--- config.mk ---
export PLATFORM = sky130hd
export DESIGN_NAME = core_debug_ctrl
export DESIGN_NICKNAME = d
export VERILOG_FILES = /design/src/rtl/core_debug_ctrl.sv
export SDC_FILE = /design/constraint.sdc
export NUM_CORES = 1
export LEC_CHECK = 0
export CORE_MARGIN = 2
export CORE_UTILIZATION = 35
export DETAILED_ROUTE_END_ITERATION = 6
export HOLD_SLACK_MARGIN = 0.08
export PLACE_DENSITY = 0.78
export SLEW_MARGIN = 20
export SYNTH_ARGS = -nofsm -noshare
export SYNTH_HDL_FRONTEND = slang
export SYNTH_SLANG_ARGS = --single-unit
--- constraint.sdc ---
create_clock -name clk -period 1.7 [get_ports clk]
set_clock_uncertainty 0.1 [all_clocks]
set_input_delay 0.34 -clock clk [delete_from_list [all_inputs] [get_ports clk]]
set_output_delay 0.34 -clock clk [all_outputs]
set_load 0.01 [all_outputs]
--- src/rtl/core_debug_ctrl.sv ---
// Run/halt/step debug controller: gates PC update and arbitrates the register
// file write port and read port 1 between the core and the host debug port.
module core_debug_ctrl #(
    parameter bit HALT_ON_RESET = 1'b0,
    parameter int XLEN          = 32
) (
    input  logic            clk,
    input  logic            reset,
    input  logic            host_cmd_valid,
    output logic            host_cmd_ready,
    input  logic [1:0]      host_cmd_op,
    input  logic            host_cmd_we,
    input  logic [4:0]      host_cmd_addr,
    input  logic [XLEN-1:0] host_cmd_wdata,
    output logic            host_rsp_valid,
    input  logic            host_rsp_ready,
    output logic [XLEN-1:0] host_rsp_data,
    output logic            host_rsp_err,
    input  logic [XLEN-1:0] pc_value,
    output logic            pc_en,
    input  logic            core_reg_write,
    input  logic [4:0]      core_rd,
    input  logic [XLEN-1:0] core_wdata,
    input  logic [4:0]      core_rs1,
    output logic            rf_reg_write,
    output logic [4:0]      rf_rd,
    output logic [XLEN-1:0] rf_write_data,
    output logic [4:0]      rf_rs1,
    input  logic [XLEN-1:0] rf_read_data1,
    output logic            halted
);

    typedef enum logic [2:0] {
        S_RUN, S_HALTED, S_STEP, S_ACCESS, S_RESP
    } state_t;

    localparam logic [1:0] OP_HALT   = 2'b00;
    localparam logic [1:0] OP_RESUME = 2'b01;
    localparam logic [1:0] OP_STEP   = 2'b10;

    state_t            state_q;
    state_t            ret_q;
    logic              we_q;
    logic [4:0]        addr_q;
    logic [XLEN-1:0]   wdata_q;
    logic [XLEN-1:0]   rsp_data_q;
    logic              rsp_err_q;
    logic              rsp_pc_q;
    logic              host_wr;

    always_ff @(posedge clk) begin
        if (reset) begin
            state_q    <= HALT_ON_RESET ? S_HALTED : S_RUN;
            ret_q      <= HALT_ON_RESET ? S_HALTED : S_RUN;
            we_q       <= 1'b0;
            addr_q     <= '0;
            wdata_q    <= '0;
            rsp_data_q <= '0;
            rsp_err_q  <= 1'b0;
            rsp_pc_q   <= 1'b0;
        end else begin
            case (state_q)
                S_RUN, S_HALTED: begin
                    if (host_cmd_valid) begin
                        we_q       <= host_cmd_we;
                        addr_q     <= host_cmd_addr;
                        wdata_q    <= host_cmd_wdata;
                        rsp_data_q <= pc_value;
                        rsp_err_q  <= 1'b0;
                        rsp_pc_q   <= 1'b0;
                        ret_q      <= state_q;
                        state_q    <= S_RESP;
                        case (host_cmd_op)
                            OP_HALT:   ret_q <= S_HALTED;
                            OP_RESUME: ret_q <= S_RUN;
                            default: begin
                                if (state_q == S_RUN) begin
                                    rsp_err_q  <= 1'b1;
                                    rsp_data_q <= '0;
                                end else if (host_cmd_op == OP_STEP) begin
                                    state_q <= S_STEP;
                                end else begin
                                    state_q <= S_ACCESS;
                                end
                            end
                        endcase
                    end
                end
                S_STEP: begin
                    // New PC only appears after this edge; RESP forwards the frozen pc_value.
                    rsp_pc_q <= 1'b1;
                    rsp_err_q <= 1'b0;
                    ret_q    <= S_HALTED;
                    state_q  <= S_RESP;
                end
                S_ACCESS: begin
                    rsp_data_q <= (we_q || addr_q == 5'd0) ? '0 : rf_read_data1;
                    rsp_err_q  <= 1'b0;
                    ret_q      <= S_HALTED;
                    state_q    <= S_RESP;
                end
                S_RESP: begin
                    if (host_rsp_ready) begin
                        rsp_pc_q <= 1'b0;
                        state_q  <= ret_q;
                    end
                end
                default: state_q <= S_HALTED;
            endcase
        end
    end

    assign host_cmd_ready = (state_q == S_RUN) || (state_q == S_HALTED);
    assign pc_en          = (state_q == S_RUN) || (state_q == S_STEP);
    assign halted         = (state_q != S_RUN);
    assign host_rsp_valid = (state_q == S_RESP);
    assign host_rsp_err   = rsp_err_q;
    assign host_rsp_data  = rsp_pc_q ? pc_value : rsp_data_q;

    // Reset must be able to cancel a host write still pending in ACCESS.
    assign host_wr        = (state_q == S_ACCESS) && we_q && !reset;

    assign rf_reg_write   = pc_en ? core_reg_write : host_wr;
    assign rf_rd          = pc_en ? core_rd        : addr_q;
    assign rf_write_data  = pc_en ? core_wdata     : wdata_q;
    assign rf_rs1         = (state_q == S_ACCESS) ? addr_q : core_rs1;

endmodule

# Word-level counts from Yosys, hierarchy flattened
# Index checks and enable logic that the tools add are counted.
# classes
n_eq_ne	8
muxes	26
reduce_logical	21
# ops
cell	n
two-way mux 32 bit	6
one-hot mux 32 bit (2 select lines)	1
two-way mux 3 bit	5
one-hot mux 3 bit (2 select lines)	2
two-way mux 5 bit	2
one-hot mux 3 bit (3 select lines)	1
AND reduction 2 bit	4
two-way mux 1 bit	7
== test 3 x 2 -> 1 bit, second input constant	2
nonzero test 3 bit	2
OR reduction 2 bit	3
zero test 5 bit	1
nonzero test 2 bit	2
== test 3 x 1 -> 1 bit, second input constant	1
== test 3 bit, second input constant	1
zero test 3 bit	1
logical OR 1 bit	3
one-hot mux 1 bit (3 select lines)	1
AND reduction 3 bit	1
== test 2 x 1 -> 1 bit, second input constant	1
== test 2 bit, second input constant	1
logical AND 1 bit	2
zero test 2 bit	1
!= test 2 x 1 -> 1 bit, second input constant	1
other kinds (3)	3
# word_totals
register_bits	78
input_bits	151
wordCells	63

# Longest topological paths before layout
# Gate-level depths: netlist of run 1.
# logic_depth
word_depth	6
ltp_mapped	7

# Least setup slack after synthesis of run 1
# Ideal clock, no wire load.
# synth_timing
path_type	reg-to-output
start	reg state_q[0]
end	out rf_write_data[27]
t_arrival_ns	1.336
path_slack_ns	-0.076
path_stages_with_launch	5
path_cell_list	dfxtp_1 > buf_2 > nor2_1 > buf_2 > mux2_2
# synth_between
elab_chain_len	3
# synth_lines
element	line	text
start, declared	41	state_t state_q;
start signal, assigned	53	state_q <= HALT_ON_RESET ? S_HALTED : S_RUN;
start signal, assigned	105	state_q <= ret_q;
== test 3 x 2 -> 1 bit or zero test 3 bit (tied branches)	114	assign pc_en = (state_q == S_RUN) || (state_q == S_STEP);
logical OR 1 bit *	114	
net pc_en	20	output logic pc_en,
two-way mux 32 bit *	125	assign rf_write_data = pc_en ? core_wdata : wdata_q;
end, declared	27	output logic [XLEN-1:0] rf_write_data,
# Mark *: on every way through the listed nets, which the timed path passes. The rest lies on a longest branch.

# Worst setup path after layout of run 1
# layout_timing
start	reg state_q[2]
end	out rf_write_data[4]
# layout_between
elab_chain_len	3
# layout_lines
element	line
== test 3 x 2 -> 1 bit or zero test 3 bit (tied branches)	114
logical OR 1 bit *	114
two-way mux 32 bit *	125
# Mark *: on every way between the ends. The rest lies on a longest branch, timed or not.

==> results by group, run 1 <==
Logic synthesis
  • Gate Count Post-Synth: 456
  • Sequential-to-total area share from yosys stat: about two fifths
  • Post-synthesis cell type count: 33
  • Net Count, Synth: 607
  • Seq cells post-synth: 78
  • Post-synth ARST share: 0%
  • Post-synth top flop: dfxtp_1
  • Mapped Avg Cell Area: between 8 and 9 um2
  • Yosys warns: 0
  • Synthesized cell area: 3945 um2
  • Post-synth EDFFs: 0

STA
  • Least-Margin Pin Slew: approximately 0.48 ns
  • F_max: 494.2 MHz
  • Final setup margin: -0.3235 ns
  • WHS: 0.3584 ns
  • Hold Violations, Final: 0
  • Tmin final: 2.024 ns
  • # setup viols final: 82
  • RSZ-0062 raised after global routing: true
  • Final period util: 119.0%
  • Slew Limit Fails: 0
  • Slew headroom: 67.98%

Worst setup path
  • Worst endpoint data arrival time: 1.58 ns
  • Kind of critical path: register to primary output
  • Crit. End Element: primary output
  • Crit Path Max Fanout: 8
  • Startpoint types: register
  • Critical Path RT: 1.26 ns

Outcome
  • Status: finished with violations
  • Failing checks: setup timing

Final layout
  • Final std cells w/o fill: ~880
  • N_diodes: 0
  • Nets: between 800 and 900
  • Share of cells above drive strength 1: between 40% and 50%
  • Area Overhead vs Synth: 107.8%
  • Fillcell total: 703
  • Leading cell type in the layout, fill and taps excluded: clkdlybuf4s50_1
  • Most frequent cells in the layout: clkdlybuf4s50_1, buf_6, nand2_1

Floorplanning
  • Die span in x: 110.2 um
  • Core footprint: 10,940 um2
  • Num ports: 231
  • Die height: 110.2 um
  • Initial Utilization: around 36%
  • Die ar.: 12,140 um2
  • # rows: 38

Clock tree
  • Root buf cell: clkbuf_16
  • CTS H-tree depth: 3
  • Num CTS Buffers: 9
  • Hold-fix buffers, CTS: 0
  • Clk slew on worst S/H paths: 0.06 ns
  • Total clock sinks: 78
  • TritonCTS clock tree: yes
  • Skew-Pair Late Insertion Delay: 0.33 ns
  • Worst-case clock buffer depth: 2

Global route
  • Vias in the first global route: 4,603
  • Pin count of the biggest net entering global routing: 43
  • Antenna violations before repair: 0
  • Gr usage total: 24.94%
  • GRT overflow: 0
  • First-pass GRT wire length: around 23,000 um

Route
  • DRT iter0 DRCs: around 370
  • Final wirelength: 17,760 um
  • Drt wl/cell: slightly above 20 um
  • DR vias: 4,775
  • Post-route ant nets: 0
  • Via density: 5.432
  • DRT Pass-1 Iters: 4
  • DRC errors left: 0

Pwr
  • Worst vdd ir: 0.0005619 V
  • Switching share of power: 29.62%
  • Combinational share of power: between 30% and 40%
  • Total power: 6.360 mW
  • Clk pwr share: 27.4%
  • Leak: between 3 and 4 nW
  • Internal power: 4.476 mW
  • NetSw: 1.884 mW
  • Cell Pwr Density: 775.8 nW/um2
  • Seq pwr share: approximately a third

Placed design
  • Placed cell count: 820
  • Number of buffers added on ports: 230
  • GPL Wtd Cong: 0.8510
  • Hpwl dp: 9723 um

Worst hold path
  • Worst hold path type: register to register

Run
  • Max_cap viols: 0
-- power by group through the flow --
stage	sequential (mW)	clock, mW	combinational [mW]
3_3_place_gp	2.09	0	1.81
4_1_cts	2.07	1.77	2.32
5_1_grt	2.09	1.84	2.67
6_report	2.08	1.74	2.53
3_5_place_dp	2.10	0	1.86
2_1_floorplan	2.06	0	0.819
-- Yosys cell counts, drive strengths merged, types with 2 or more instances --
master	instances	area (um2)
dfxtp	78	1562
and3	2	12.51
nand3	2	10.01
a21oi	44	220.2
nand2b	2	12.51
buf	18	117.6
inv	5	18.77
mux2	73	822.0
nand2	85	319.1
a211oi	2	20.02
a221oi	33	314.1
nand3b	2	15.01
clkbuf	22	82.58
o21ai	36	180.2
nor2	38	142.6
-- layout make-up --
| type | instances | area [um2] | area share, % |
|---|---|---|---|
| repair buffers | 307 | 3364 | 41.04 |
| multi-input cells | 333 | 2793 | 34.07 |
| flip-flops and latches | 78 | 1579 | 19.26 |
| clock buffers | 10 | 229.0 | 2.793 |
| well taps | 140 | 175.2 | 2.137 |
| clock inverters | 6 | 38.79 | 0.4731 |
| inverters | 5 | 18.77 | 0.2289 |
-- critical path, stage by stage, from the launching register on --
cell and delay, ns:
dfxtp_4 0.36, nor2_4 0.17, buf_6 0.14, buf_12 0.14, mux2_4 0.32, buf_6 0.13
-- layer usage --
| metal | share of wire [%] | GRT usage [%] | vias up |
|---|---|---|---|
| met5 | 0 | 0 | - |
| met4 | 2.3 | 7.589 | 0 |
| met3 | 7.5 | 4.762 | 37 |
| met2 | 52 | 46.36 | 261 |
| met1 | 38 | 28.71 | 2298 |
| li1 | - | - | 2179 |
-- registers in the layout (all words and copies together), names as in the netlist --
signal,cells
addr_q,5
host_rsp_err,1
ret_q,3
rsp_data_q,32
rsp_pc_q,1
state_q,3
wdata_q,32
we_q,1
-- cells by family after synthesis --
logic type,after synthesis,share of synthesized area [%]
AO/OA/AOI/OAI,123,20.14
flip-flops,78,39.58
buffers and inverters,45,5.550
AND/OR/NAND/NOR,137,13.89
multiplexers,73,20.84
-- what timing repair did --
item / CTS / global route
pin swaps: 3 / 60
endpoints found under the setup margin: 83 / 111
resized for setup: 476 / 80
setup buffers: 26 / 9
gates cloned: 6 / 7
-- through the flow --
stage / util (%) / cell area, um2 / worst slack, ns / setup TNS, ns
floorplan: - / 3950 / 0.01838 / 0
global placement: 60.51 / 6618 / -0.3939 / -26.66
detailed placement: 60.51 / 6618 / -0.4002 / -30.42
CTS: 69.93 / 7647 / -0.3784 / -18.51
global route: 74.97 / 8198 / -0.3732 / -21.35
finish: 74.97 / 8198 / -0.3235 / -17.65
-- final timing paths --
check	end	depth (start not counted)	slack (ns)	from
worst max-delay path	rf_write_data[4]	5	-0.32	state_q[2]$_SDFFE_PP0P_
worst min-delay path	wdata_q[17]$_SDFFE_PP0P_	2	0.36	wdata_q[17]$_SDFFE_PP0P_
worst max register to register	rsp_data_q[22]$_SDFFE_PP0P_	7	-0.03	state_q[2]$_SDFFE_PP0P_
worst min register to register	wdata_q[17]$_SDFFE_PP0P_	2	0.36	wdata_q[17]$_SDFFE_PP0P_
No activity file was read; power rests on OpenSTA's default activity.
==> run 2: changes to the inputs <==
--- a/config.mk
+++ b/config.mk
@@ -10,6 +10,7 @@
 export DETAILED_ROUTE_END_ITERATION = 6
 export HOLD_SLACK_MARGIN = 0.08
 export PLACE_DENSITY = 0.78
+export RECOVER_POWER = 100
 export SLEW_MARGIN = 20
 export SYNTH_ARGS = -nofsm -noshare
 export SYNTH_HDL_FRONTEND = slang
==> results of run 2 <==
Same layout as run 1: the final DEF is identical, and so are final timing and power.
==> run 3: changes to the inputs <==
--- a/config.mk
+++ b/config.mk
@@ -10,7 +10,7 @@
 export DETAILED_ROUTE_END_ITERATION = 6
 export HOLD_SLACK_MARGIN = 0.08
 export PLACE_DENSITY = 0.78
-export RECOVER_POWER = 100
+export RECOVER_POWER = 50
 export SLEW_MARGIN = 20
 export SYNTH_ARGS = -nofsm -noshare
 export SYNTH_HDL_FRONTEND = slang
==> results of run 3 <==
Same layout as run 1: the final DEF is identical, and so are final timing and power.
